## src/rtl/router_pkg.sv

```systemverilog
// router_pkg: shared widths, state encoding and header helper for the router packet source
package router_pkg;
  localparam int DATA_W = 8;
  localparam int ADDR_W = 2;
  localparam int LEN_W = 6;
  localparam logic [ADDR_W-1:0] ADDR_INVALID = 2'b11;
  typedef enum logic [2:0] {IDLE, LOAD, HDR, PAY, PAR, GAP} tx_state_e;
  function automatic logic [DATA_W-1:0] hdr_byte(input logic [ADDR_W-1:0] addr, input logic [LEN_W-1:0] len);
    return {len, addr};
  endfunction
endpackage

```

## src/rtl/router_pkt_tx_if.sv

```systemverilog
// router_pkt_tx_if: command, payload and router-side signals of the packet source
// ROUTER_TX_PARITY_CORRUPT_EN adds cmd_bad_par
interface router_pkt_tx_if;
  import router_pkg::*;
  logic cmd_valid;
  logic cmd_ready;
  logic cmd_err;
  logic [ADDR_W-1:0] cmd_addr;
  logic [LEN_W-1:0] cmd_len;
  logic [DATA_W-1:0] pl_data;
  logic pl_valid;
  logic pl_ready;
  logic busy;
  logic pkt_valid;
  logic [DATA_W-1:0] data_out;
  logic done;
`ifdef ROUTER_TX_PARITY_CORRUPT_EN
  logic cmd_bad_par;
  modport master (
    input cmd_valid, cmd_addr, cmd_len, cmd_bad_par, pl_data, pl_valid, busy,
    output cmd_ready, cmd_err, pl_ready, pkt_valid, data_out, done
  );
  modport slave (
    output cmd_valid, cmd_addr, cmd_len, cmd_bad_par, pl_data, pl_valid, busy,
    input cmd_ready, cmd_err, pl_ready, pkt_valid, data_out, done
  );
`else
  modport master (
    input cmd_valid, cmd_addr, cmd_len, pl_data, pl_valid, busy,
    output cmd_ready, cmd_err, pl_ready, pkt_valid, data_out, done
  );
  modport slave (
    output cmd_valid, cmd_addr, cmd_len, pl_data, pl_valid, busy,
    input cmd_ready, cmd_err, pl_ready, pkt_valid, data_out, done
  );
`endif
endinterface

```

## src/rtl/router_tx_buf.sv

```systemverilog
// router_tx_buf: 64-byte payload store, synchronous write and asynchronous read
module router_tx_buf
  import router_pkg::*;
(
  input  logic              clock,
  input  logic              we_i,
  input  logic [LEN_W-1:0]  waddr_i,
  input  logic [DATA_W-1:0] wdata_i,
  input  logic [LEN_W-1:0]  raddr_i,
  output logic [DATA_W-1:0] rdata_o
);
  logic [DATA_W-1:0] mem_q [2**LEN_W];
  always_ff @(posedge clock)
    if (we_i) mem_q[waddr_i] <= wdata_i;
  assign rdata_o = mem_q[raddr_i];
endmodule

```

## src/rtl/router_pkt_tx.sv

```systemverilog
// router_pkt_tx: buffers one command's payload, then streams header, payload and parity to the router input
// ROUTER_TX_PARITY_CORRUPT_EN adds cmd_bad_par, which sends an inverted parity byte
module router_pkt_tx
  import router_pkg::*;
#(
  parameter int IPG = 2
) (
  input logic clock,
  input logic resetn,
  router_pkt_tx_if.master bus
);
  localparam int GW = (IPG > 1) ? $clog2(IPG) : 1;
  tx_state_e state_q, state_d;
  logic [ADDR_W-1:0] addr_q, addr_d;
  logic [LEN_W-1:0] len_q, len_d, wr_ptr_q, wr_ptr_d, rd_ptr_q, rd_ptr_d;
  logic [DATA_W-1:0] par_q, par_d, par_out, rdata, data_out_q, data_out_d;
  logic [GW-1:0] gap_q, gap_d;
  logic cmd_ready_q, cmd_ready_d, cmd_err_q, cmd_err_d, pl_ready_q, pl_ready_d;
  logic pkt_valid_q, pkt_valid_d, done_q, done_d, we;
`ifdef ROUTER_TX_PARITY_CORRUPT_EN
  logic bad_q, bad_d;
  assign par_out = bad_d ? ~par_d : par_d;
`else
  assign par_out = par_d;
`endif
  assign we = pl_ready_q && bus.pl_valid;
  router_tx_buf u_buf (
    .clock  (clock),
    .we_i   (we),
    .waddr_i(wr_ptr_q),
    .wdata_i(bus.pl_data),
    .raddr_i(rd_ptr_d),
    .rdata_o(rdata)
  );
  always_comb begin
    state_d = state_q;
    addr_d = addr_q;
    len_d = len_q;
    wr_ptr_d = wr_ptr_q;
    rd_ptr_d = rd_ptr_q;
    par_d = par_q;
    gap_d = gap_q;
    cmd_err_d = 1'b0;
    done_d = 1'b0;
`ifdef ROUTER_TX_PARITY_CORRUPT_EN
    bad_d = bad_q;
`endif
    unique case (state_q)
      IDLE: if (bus.cmd_valid && cmd_ready_q) begin
        if (bus.cmd_addr == ADDR_INVALID || bus.cmd_len == '0) cmd_err_d = 1'b1;
        else begin
          state_d = LOAD;
          addr_d = bus.cmd_addr;
          len_d = bus.cmd_len;
          par_d = hdr_byte(bus.cmd_addr, bus.cmd_len);
          wr_ptr_d = '0;
`ifdef ROUTER_TX_PARITY_CORRUPT_EN
          bad_d = bus.cmd_bad_par;
`endif
        end
      end
      LOAD: if (we) begin
        wr_ptr_d = wr_ptr_q + LEN_W'(1);
        par_d = par_q ^ bus.pl_data;
        if (wr_ptr_q == len_q - LEN_W'(1)) state_d = HDR;
      end
      HDR: if (!bus.busy) begin
        state_d = PAY;
        rd_ptr_d = '0;
      end
      PAY: if (!bus.busy) begin
        rd_ptr_d = rd_ptr_q + LEN_W'(1);
        if (rd_ptr_q == len_q - LEN_W'(1)) state_d = PAR;
      end
      PAR: if (!bus.busy) begin
        done_d = 1'b1;
        gap_d = '0;
        state_d = (IPG == 0) ? IDLE : GAP;
      end
      GAP: begin
        gap_d = gap_q + GW'(1);
        if (gap_q == GW'(IPG - 1)) state_d = IDLE;
      end
      default: state_d = IDLE;
    endcase
    // outputs are registered, so they are decoded from the state being entered
    cmd_ready_d = state_d == IDLE;
    pl_ready_d = state_d == LOAD;
    pkt_valid_d = state_d == HDR || state_d == PAY;
    data_out_d = state_d == HDR ? hdr_byte(addr_d, len_d) :
                 state_d == PAY ? rdata :
                 state_d == PAR ? par_out : '0;
  end
  always_ff @(posedge clock or negedge resetn)
    if (!resetn) begin
      state_q <= IDLE;
      addr_q <= '0;
      len_q <= '0;
      wr_ptr_q <= '0;
      rd_ptr_q <= '0;
      par_q <= '0;
      gap_q <= '0;
      cmd_ready_q <= 1'b1;
      cmd_err_q <= 1'b0;
      pl_ready_q <= 1'b0;
      pkt_valid_q <= 1'b0;
      data_out_q <= '0;
      done_q <= 1'b0;
`ifdef ROUTER_TX_PARITY_CORRUPT_EN
      bad_q <= 1'b0;
`endif
    end else begin
      state_q <= state_d;
      addr_q <= addr_d;
      len_q <= len_d;
      wr_ptr_q <= wr_ptr_d;
      rd_ptr_q <= rd_ptr_d;
      par_q <= par_d;
      gap_q <= gap_d;
      cmd_ready_q <= cmd_ready_d;
      cmd_err_q <= cmd_err_d;
      pl_ready_q <= pl_ready_d;
      pkt_valid_q <= pkt_valid_d;
      data_out_q <= data_out_d;
      done_q <= done_d;
`ifdef ROUTER_TX_PARITY_CORRUPT_EN
      bad_q <= bad_d;
`endif
    end
  assign bus.cmd_ready = cmd_ready_q;
  assign bus.cmd_err = cmd_err_q;
  assign bus.pl_ready = pl_ready_q;
  assign bus.pkt_valid = pkt_valid_q;
  assign bus.data_out = data_out_q;
  assign bus.done = done_q;
endmodule

```

## src/flat_wrapper.sv

```systemverilog
// flat-port wrapper written by rule: the top's interface ports become plain ports
module router_pkt_tx_flat import router_pkg::*;
#(
  parameter int IPG = 2
)
  (clock, resetn, bus_cmd_valid, bus_cmd_addr, bus_cmd_len, bus_pl_data, bus_pl_valid, bus_busy, bus_cmd_ready, bus_cmd_err, bus_pl_ready, bus_pkt_valid, bus_data_out, bus_done);
  router_pkt_tx_if bus_i ();
  input logic clock;
  input logic resetn;
  input wire logic [$bits(bus_i.cmd_valid)-1:0] bus_cmd_valid;
  input wire logic [$bits(bus_i.cmd_addr)-1:0] bus_cmd_addr;
  input wire logic [$bits(bus_i.cmd_len)-1:0] bus_cmd_len;
  input wire logic [$bits(bus_i.pl_data)-1:0] bus_pl_data;
  input wire logic [$bits(bus_i.pl_valid)-1:0] bus_pl_valid;
  input wire logic [$bits(bus_i.busy)-1:0] bus_busy;
  output wire logic [$bits(bus_i.cmd_ready)-1:0] bus_cmd_ready;
  output wire logic [$bits(bus_i.cmd_err)-1:0] bus_cmd_err;
  output wire logic [$bits(bus_i.pl_ready)-1:0] bus_pl_ready;
  output wire logic [$bits(bus_i.pkt_valid)-1:0] bus_pkt_valid;
  output wire logic [$bits(bus_i.data_out)-1:0] bus_data_out;
  output wire logic [$bits(bus_i.done)-1:0] bus_done;
  assign bus_i.cmd_valid = bus_cmd_valid;
  assign bus_i.cmd_addr = bus_cmd_addr;
  assign bus_i.cmd_len = bus_cmd_len;
  assign bus_i.pl_data = bus_pl_data;
  assign bus_i.pl_valid = bus_pl_valid;
  assign bus_i.busy = bus_busy;
  assign bus_cmd_ready = bus_i.cmd_ready;
  assign bus_cmd_err = bus_i.cmd_err;
  assign bus_pl_ready = bus_i.pl_ready;
  assign bus_pkt_valid = bus_i.pkt_valid;
  assign bus_data_out = bus_i.data_out;
  assign bus_done = bus_i.done;
  router_pkt_tx #(.IPG(IPG)) u_core (.clock(clock), .resetn(resetn), .bus(bus_i));
endmodule
```

## config.mk

```make
export PLATFORM = sky130hd
export DESIGN_NAME = router_pkt_tx_flat
export DESIGN_NICKNAME = d
export VERILOG_FILES = /design/src/rtl/router_pkg.sv /design/src/rtl/router_pkt_tx_if.sv /design/src/rtl/router_tx_buf.sv /design/src/rtl/router_pkt_tx.sv /design/src/flat_wrapper.sv
export SDC_FILE = /design/constraint.sdc
export NUM_CORES = 1
export LEC_CHECK = 0
export BUFFER_PORTS_ARGS = -buffer_cell sky130_fd_sc_hd__buf_2
export CAP_MARGIN = 0
export CORE_ASPECT_RATIO = 1.2
export CORE_MARGIN = 3
export CORE_UTILIZATION = 60
export DETAILED_ROUTE_END_ITERATION = 12
export PLACE_DENSITY = 0.83
export SLEW_MARGIN = 15
export SYNTH_ARGS = -nofsm -noshare
export SYNTH_HDL_FRONTEND = slang
export SYNTH_SLANG_ARGS = --single-unit
export TNS_END_PERCENT = 5
```

## constraint.sdc

```tcl
create_clock -name clock -period 3.05 [get_ports clock]
set_input_delay 0.1525 -clock clock [delete_from_list [all_inputs] [get_ports clock]]
set_output_delay 0.1525 -clock clock [all_outputs]
set_load 0.01 [all_outputs]
```

Word-level counts from Yosys, hierarchy flattened
Memory sizes are Yosys's and may differ from the RTL's. Index checks and enable logic that the tools add are counted.

Register bits after elaboration: 45. Bits in writable memories: 512. Bits of input ports: 21. Output and inout bits: 13. Memories: 1.

Add/sub/neg operators: 4. Equal/unequal tests: 16. Muxes and demuxes: 39. Bitwise gates (word level): 1. Reductions and logical operators: 11.

Memories: u_core.u_buf.mem_q (words 64, bits a word 8, read ports 1, clocked after memory_dff 0, write ports 1, RTL line router_tx_buf.sv:12) `logic [DATA_W-1:0] mem_q [2**LEN_W];`.

Operator list (count): 2-to-1 mux 6 bit (8); 2-to-1 mux 8 bit (6); 2-to-1 mux 3 bit (9); case mux 6 bit (2 select lines) (2); case mux 3 bit (6 select lines) (1); case mux 8 bit (2 select lines) (1); adder 6 x 1 -> 6 bit (second input constant) (2); == test 3 x 2 -> 1 bit (second input constant) (4); == test 6 bit (2); == test 3 bit (second input constant) (3); 2-to-1 mux 1 bit (8); bitwise XOR 8 bit (1); == test 3 x 1 -> 1 bit (second input constant) (2); logical NOT 3 bit (2); logical NOT 6 bit (1); 2-to-1 mux 2 bit (3); != test 2 bit (second input constant) (3); subtractor 6 x 1 -> 6 bit (second input constant) (1); AND reduction 4 bit (1); nonzero test 2 bit (2); == test 2 bit (second input constant) (1); logical AND 1 bit (2); logical OR 1 bit (2); != test 2 x 1 -> 1 bit (second input constant) (1); 3 further kinds (3).

Depth between registers and ports, before layout
Word-level depth: 9. Mapped depth: 14. Mapped depth without buffers: 11.

Cells and area by module
From an unflattened synthesis, not the netlist that was laid out.

Cell total of the unflattened synthesis: 1197. Area total of the unflattened synthesis: 22534.1 um^2.

By module, submodules not included: router_tx_buf (times used 1, cells each 932, area an instance 20006.7 um^2, sequential area each 15374.7 um^2); router_pkt_tx (times used 1, cells each 265, area an instance 2527.4 um^2, sequential area each 1127.3 um^2).

Worst setup path after synthesis
No wires, ideal clock.

Path kind: register to register. Start: register u_core.rd_ptr_q[0]. End: register u_core.data_out_q[7] (netlist: u_core.bus.data_out[7]). Setup time: 139 ps. Data arrival time: 2395 ps. Data required time: 2911 ps. Setup slack: 516 ps. Cell stages (with the launch flop): 11. Buffers on the path: 1. Clock period less this slack: 2534 ps. Path through: dfrtp_1 ha_1 inv_1 a211o_1 nand2_1 buf_4 mux4_1 a211oi_1 nor3_1 o211ai_2 a41oi_2.

Cells in the longest elaborated chain, start to end: 8.

RTL lines: start: declaration (RTL line router_pkt_tx.sv:15) `logic [LEN_W-1:0] len_q, len_d, wr_ptr_q, wr_ptr_d, rd_ptr_q, rd_ptr_d;`; start signal: assignment (RTL line router_pkt_tx.sv:117) `rd_ptr_q <= rd_ptr_d;`; branches (longest 7 deep; another with memory read (64 x 8 bit)); 2-to-1 mux 8 bit * (RTL line router_pkt_tx.sv:90) `data_out_d = state_d == HDR ? hdr_byte(addr_d, len_d) :`; net u_core.data_out_d[7] (RTL line router_pkt_tx.sv:16) `logic [DATA_W-1:0] par_q, par_d, par_out, rdata, data_out_q, data_out_d;`; end signal: assignment (RTL line router_pkt_tx.sv:124) `data_out_q <= data_out_d;`; end: declaration (RTL line router_pkt_tx.sv:16).

Mark *: on every way through the listed nets, which the timed path passes. A chain may end at the register's enable or synchronous reset.

Worst setup path after layout
Start: register u_core.state_q[1]. End: register u_core.data_out_q[5] (netlist: u_core.bus.data_out[5]).

Cells in the longest elaborated chain, start to end: 7.

RTL lines: start: declaration (RTL line router_pkt_tx.sv:13) `tx_state_e state_q, state_d;`; start signal: assignment (RTL line router_pkt_tx.sv:113) `state_q <= state_d;`; branches (longest 6 deep; another with memory read (64 x 8 bit)); 2-to-1 mux 8 bit * (RTL line router_pkt_tx.sv:90); net u_core.data_out_d[5] (RTL line router_pkt_tx.sv:16).

Marked as above.

==> results.json <==
{
  "status": "finished, final reports clean",
  "yosysTopAreaCell": "edfxtp_1",
  "grt_max_degree": 69,
  "worst_skew_pair.late_latency_ps": 590,
  "cts-root-buf": "clkbuf_16",
  "path_buf_inv": 3,
  "syn_avg_cell_area_sq_um": 14.3,
  "portBuffers": 33,
  "skew_ps": 31.1,
  "first_pass_iters": 6,
  "drt_iter0_drc": 2262,
  "ioPinCount": 34,
  "cts_sinks": 557,
  "synth_seq_cells": 557,
  "cts_tree": "built",
  "max_freq_ghz": 0.334,
  "finalSetupViolations": 0,
  "syn_nets": 1629,
  "cp-start-kind": "register",
  "std_cell_rows": 77,
  "drt-total-wl_um": 59900,
  "clockBufferDepth": 3,
  "avgRoutedWirePerCell_um": 26.7,
  "critPathMaxFanout": 28,
  "die_w_um": 184,
  "synth-edff-count": 512,
  "final_core_util": 0.698,
  "fin_ws_ps": 53.0,
  "cts-buffers-inserted": 50,
  "synth_area_leaders": "edfxtp_1 (67%), nand2_1 (6.0%), dfrtp_1 (4.8%), mux4_2 (3.1%), mux2i_1 (2.4%)",
  "crit_required_ps": 3550,
  "start_util": 0.614,
  "min_path_type": "input port to register",
  "core_sq_um": 37300,
  "cp_cell_sequence": "or3b_4 > o21ai_1 > and2_4 > buf_4 > nor2_2 > buf_12 > a32oi_1 > nand2_1 > a22oi_1 > a21oi_1 > buf_4 > o21ai_1",
  "ys_warn_count": 0,
  "drcViolationCount": 0,
  "leakage_nw": 9.13,
  "power_density_nw_per_um2": 864,
  "antenna_cells": 0,
  "gp_congestion": 0.931,
  "final_nets": 1760,
  "maxSlewHeadroom": 0.305,
  "power_w": 0.0225,
  "yosysSeqAreaShare": 0.721,
  "period_needed_ps": 3000,
  "pre_cts_ws_ps": 10.3,
  "final_cell_mix": "edfxtp_1 (512), nand2_1 (364), buf_4 (102)",
  "synthCells": 1604,
  "reg2reg_setup_slack_ps": 50,
  "cp_top_family": "compound AO/OA/AOI/OAI gates",
  "arrival_ps": 3500,
  "synth_top_area_share": 0.672,
  "first_global_vias": 14900,
  "drive_gt1_frac": 0.168,
  "synth_flop_cell": "edfxtp_1",
  "mostFrequentLayoutCell": "edfxtp_1",
  "die_y_um": 220,
  "critical_path.max_stage_delay_ps": 470,
  "crit_type": "register to register",
  "cpMaxStageDelayCell": "dfrtp_1",
  "final_cells": 2245,
  "antenna_left": 0,
  "crit_path_end_kind": "register",
  "grt_pass1_wl_um": 89500,
  "place_inst": 2136,
  "fin_crit_sh": 0.983,
  "areaGrowthSynthToFinish_pct": 13.8,
  "hpwl_um": 37100,
  "synthArstFlopShare": 0.0808,
  "hold_viol_final": 0,
  "cap_violations": 0,
  "ys_types": 80,
  "grtUsageTotal": 0.294,
  "vias": 15000,
  "slew_viol_final": 0,
  "synth_area_sq_um": 22900,
  "rsz0062_at_grt": "true",
  "die_area_sq_um": 40500,
  "tightestPinTransition_ps": 1040,
  "max-vdd-ir-drop_uv": 613,
  "antenna_found_initial": 0,
  "via_per_inst": 6.69,
  "setup_tns_ps": 0,
  "cts.htree.levels": 2,
  "clk_pin_slew_ps": 60,
  "grt-ovfl-total": 0
}
[state kept, by name, summed over array words and instances, names as in the netlist]
name,cells
u_core.wr_ptr_q,6
u_core.par_q,8
u_core.rd_ptr_q,6
u_core.addr_q,2
u_core.bus.data_out,8
u_core.bus.done,1
u_core.bus.cmd_err,1
u_core.gap_q,1
u_core.bus.pkt_valid,1
u_core.len_q,6
u_core.state_q,3
u_core.bus.pl_ready,1
u_core.bus.cmd_ready,1
u_core.u_buf.mem_q,512
[cell usage after synthesis (3+ instances only)]
| cell | number |
|---|---|
| mux4_2 | 32 |
| and3_1 | 18 |
| clkbuf_1 | 23 |
| buf_6 | 5 |
| o21ai_0 | 14 |
| nand2_1 | 365 |
| a211oi_1 | 6 |
| dfrtp_1 | 44 |
| a32oi_1 | 52 |
| buf_2 | 40 |
| nand4_1 | 16 |
| nand3_1 | 89 |
| mux2i_1 | 56 |
| o22ai_1 | 3 |
| nor3_1 | 8 |
| nor2_2 | 3 |
| nor2_1 | 88 |
| o21ai_1 | 9 |
| o211ai_1 | 7 |
| o21a_1 | 3 |
| xor2_1 | 12 |
| nor2b_1 | 10 |
| or3_1 | 8 |
| buf_1 | 7 |
| edfxtp_1 | 512 |
| buf_4 | 12 |
| inv_1 | 7 |
| nand3b_1 | 4 |
| xnor2_1 | 4 |
| nand2b_1 | 3 |
| a221oi_1 | 3 |
| ha_1 | 4 |
| a31oi_1 | 17 |
| a22oi_1 | 15 |
| a21oi_1 | 29 |
| and2_1 | 7 |
| a311oi_1 | 14 |
[final cells by class]
type,count,area (sq um)
Sequential cell,557,16500
Fill cell,2259,11200
Multi-Input combinational cell,949,5930
Timing Repair Buffer,167,1430
Clock buffer,61,1290
Tap cell,474,593
Clock inverter,27,249
Inverter,10,43.8
[repair_timing]
| action | CTS | global route |
|---|---|---|
| cloned | 0 | 2 |
| pin swaps | 0 | 2 |
| gates resized for setup | 2 | 16 |
| hold buffers | 16 | 0 |
| buffers inserted | 0 | 3 |
| endpoints found under the hold margin | 71 | 0 |
| setup endpoints to repair | 2 | 8 |
[routing by layer]
metal,track usage,up-vias,routed length (um)
met2,0.478,1100,28700
met1,0.379,7362,20800
met3,0.0583,234,6530
met5,0,-,0
met4,0.152,0,3860
li1,-,6313,-
[path summary, 6_finish.rpt]
kind | endpoint | startpoint | cells past startpoint
min | u_core.u_buf.mem_q[60][3] | bus_pl_data[3] | 1
min reg2reg | u_core.addr_q[1] | u_core.addr_q[1] | 2
max reg2reg | u_core.bus.data_out[5] | u_core.state_q[1] | 12
max | u_core.bus.data_out[5] | u_core.state_q[1] | 12
min in group asynchronous | u_core.addr_q[1] | resetn | 2
max in group asynchronous | u_core.bus.data_out[6] | resetn | 2
[worst register-to-register path: stages (launching register included)]
cell and delay [ps]:
dfrtp_1 470, or3b_4 470, o21ai_1 170, and2_4 220
buf_4 210, nor2_2 70, buf_12 180, a32oi_1 320
nand2_1 100, a22oi_1 270, a21oi_1 170, buf_4 160
o21ai_1 110
[power breakdown]
group / total [W] / leakage (nW) / switching [W] / internal, W
Clock: 0.00603 / 0.754 / 0.00268 / 0.00335
Combinational: 0.00791 / 3.22 / 0.00506 / 0.00285
Sequential: 0.00857 / 5.15 / 0.000121 / 0.00845
Total: 0.0225 / 9.13 / 0.00786 / 0.0146
[metrics by stage]
| step | cell area [sq um] | hold WS (ps) |
|---|---|---|
| 6_report | 26000 | 16.3 |
| 2_1_floorplan | 22900 | -143 |
| 4_1_cts | 25900 | 3.69 |
| 3_5_place_dp | 24200 | 362 |
| 3_3_place_gp | 24200 | 372 |
| 5_1_grt | 26000 | 7.86 |
[kinds of logic after synthesis]
logic type / count (synthesis) / share of synthesized area
XOR/XNOR: 18 / 0.00809
AND/OR/NAND/NOR: 646 / 0.126
adder cells (fa/ha/maj): 4 / 0.00219
AO/OA/AOI/OAI: 189 / 0.0618
multiplexers: 91 / 0.0581
buffers and inverters: 99 / 0.0224
flip-flops: 557 / 0.721
Note: power is estimated with default switching activity, not from simulation.
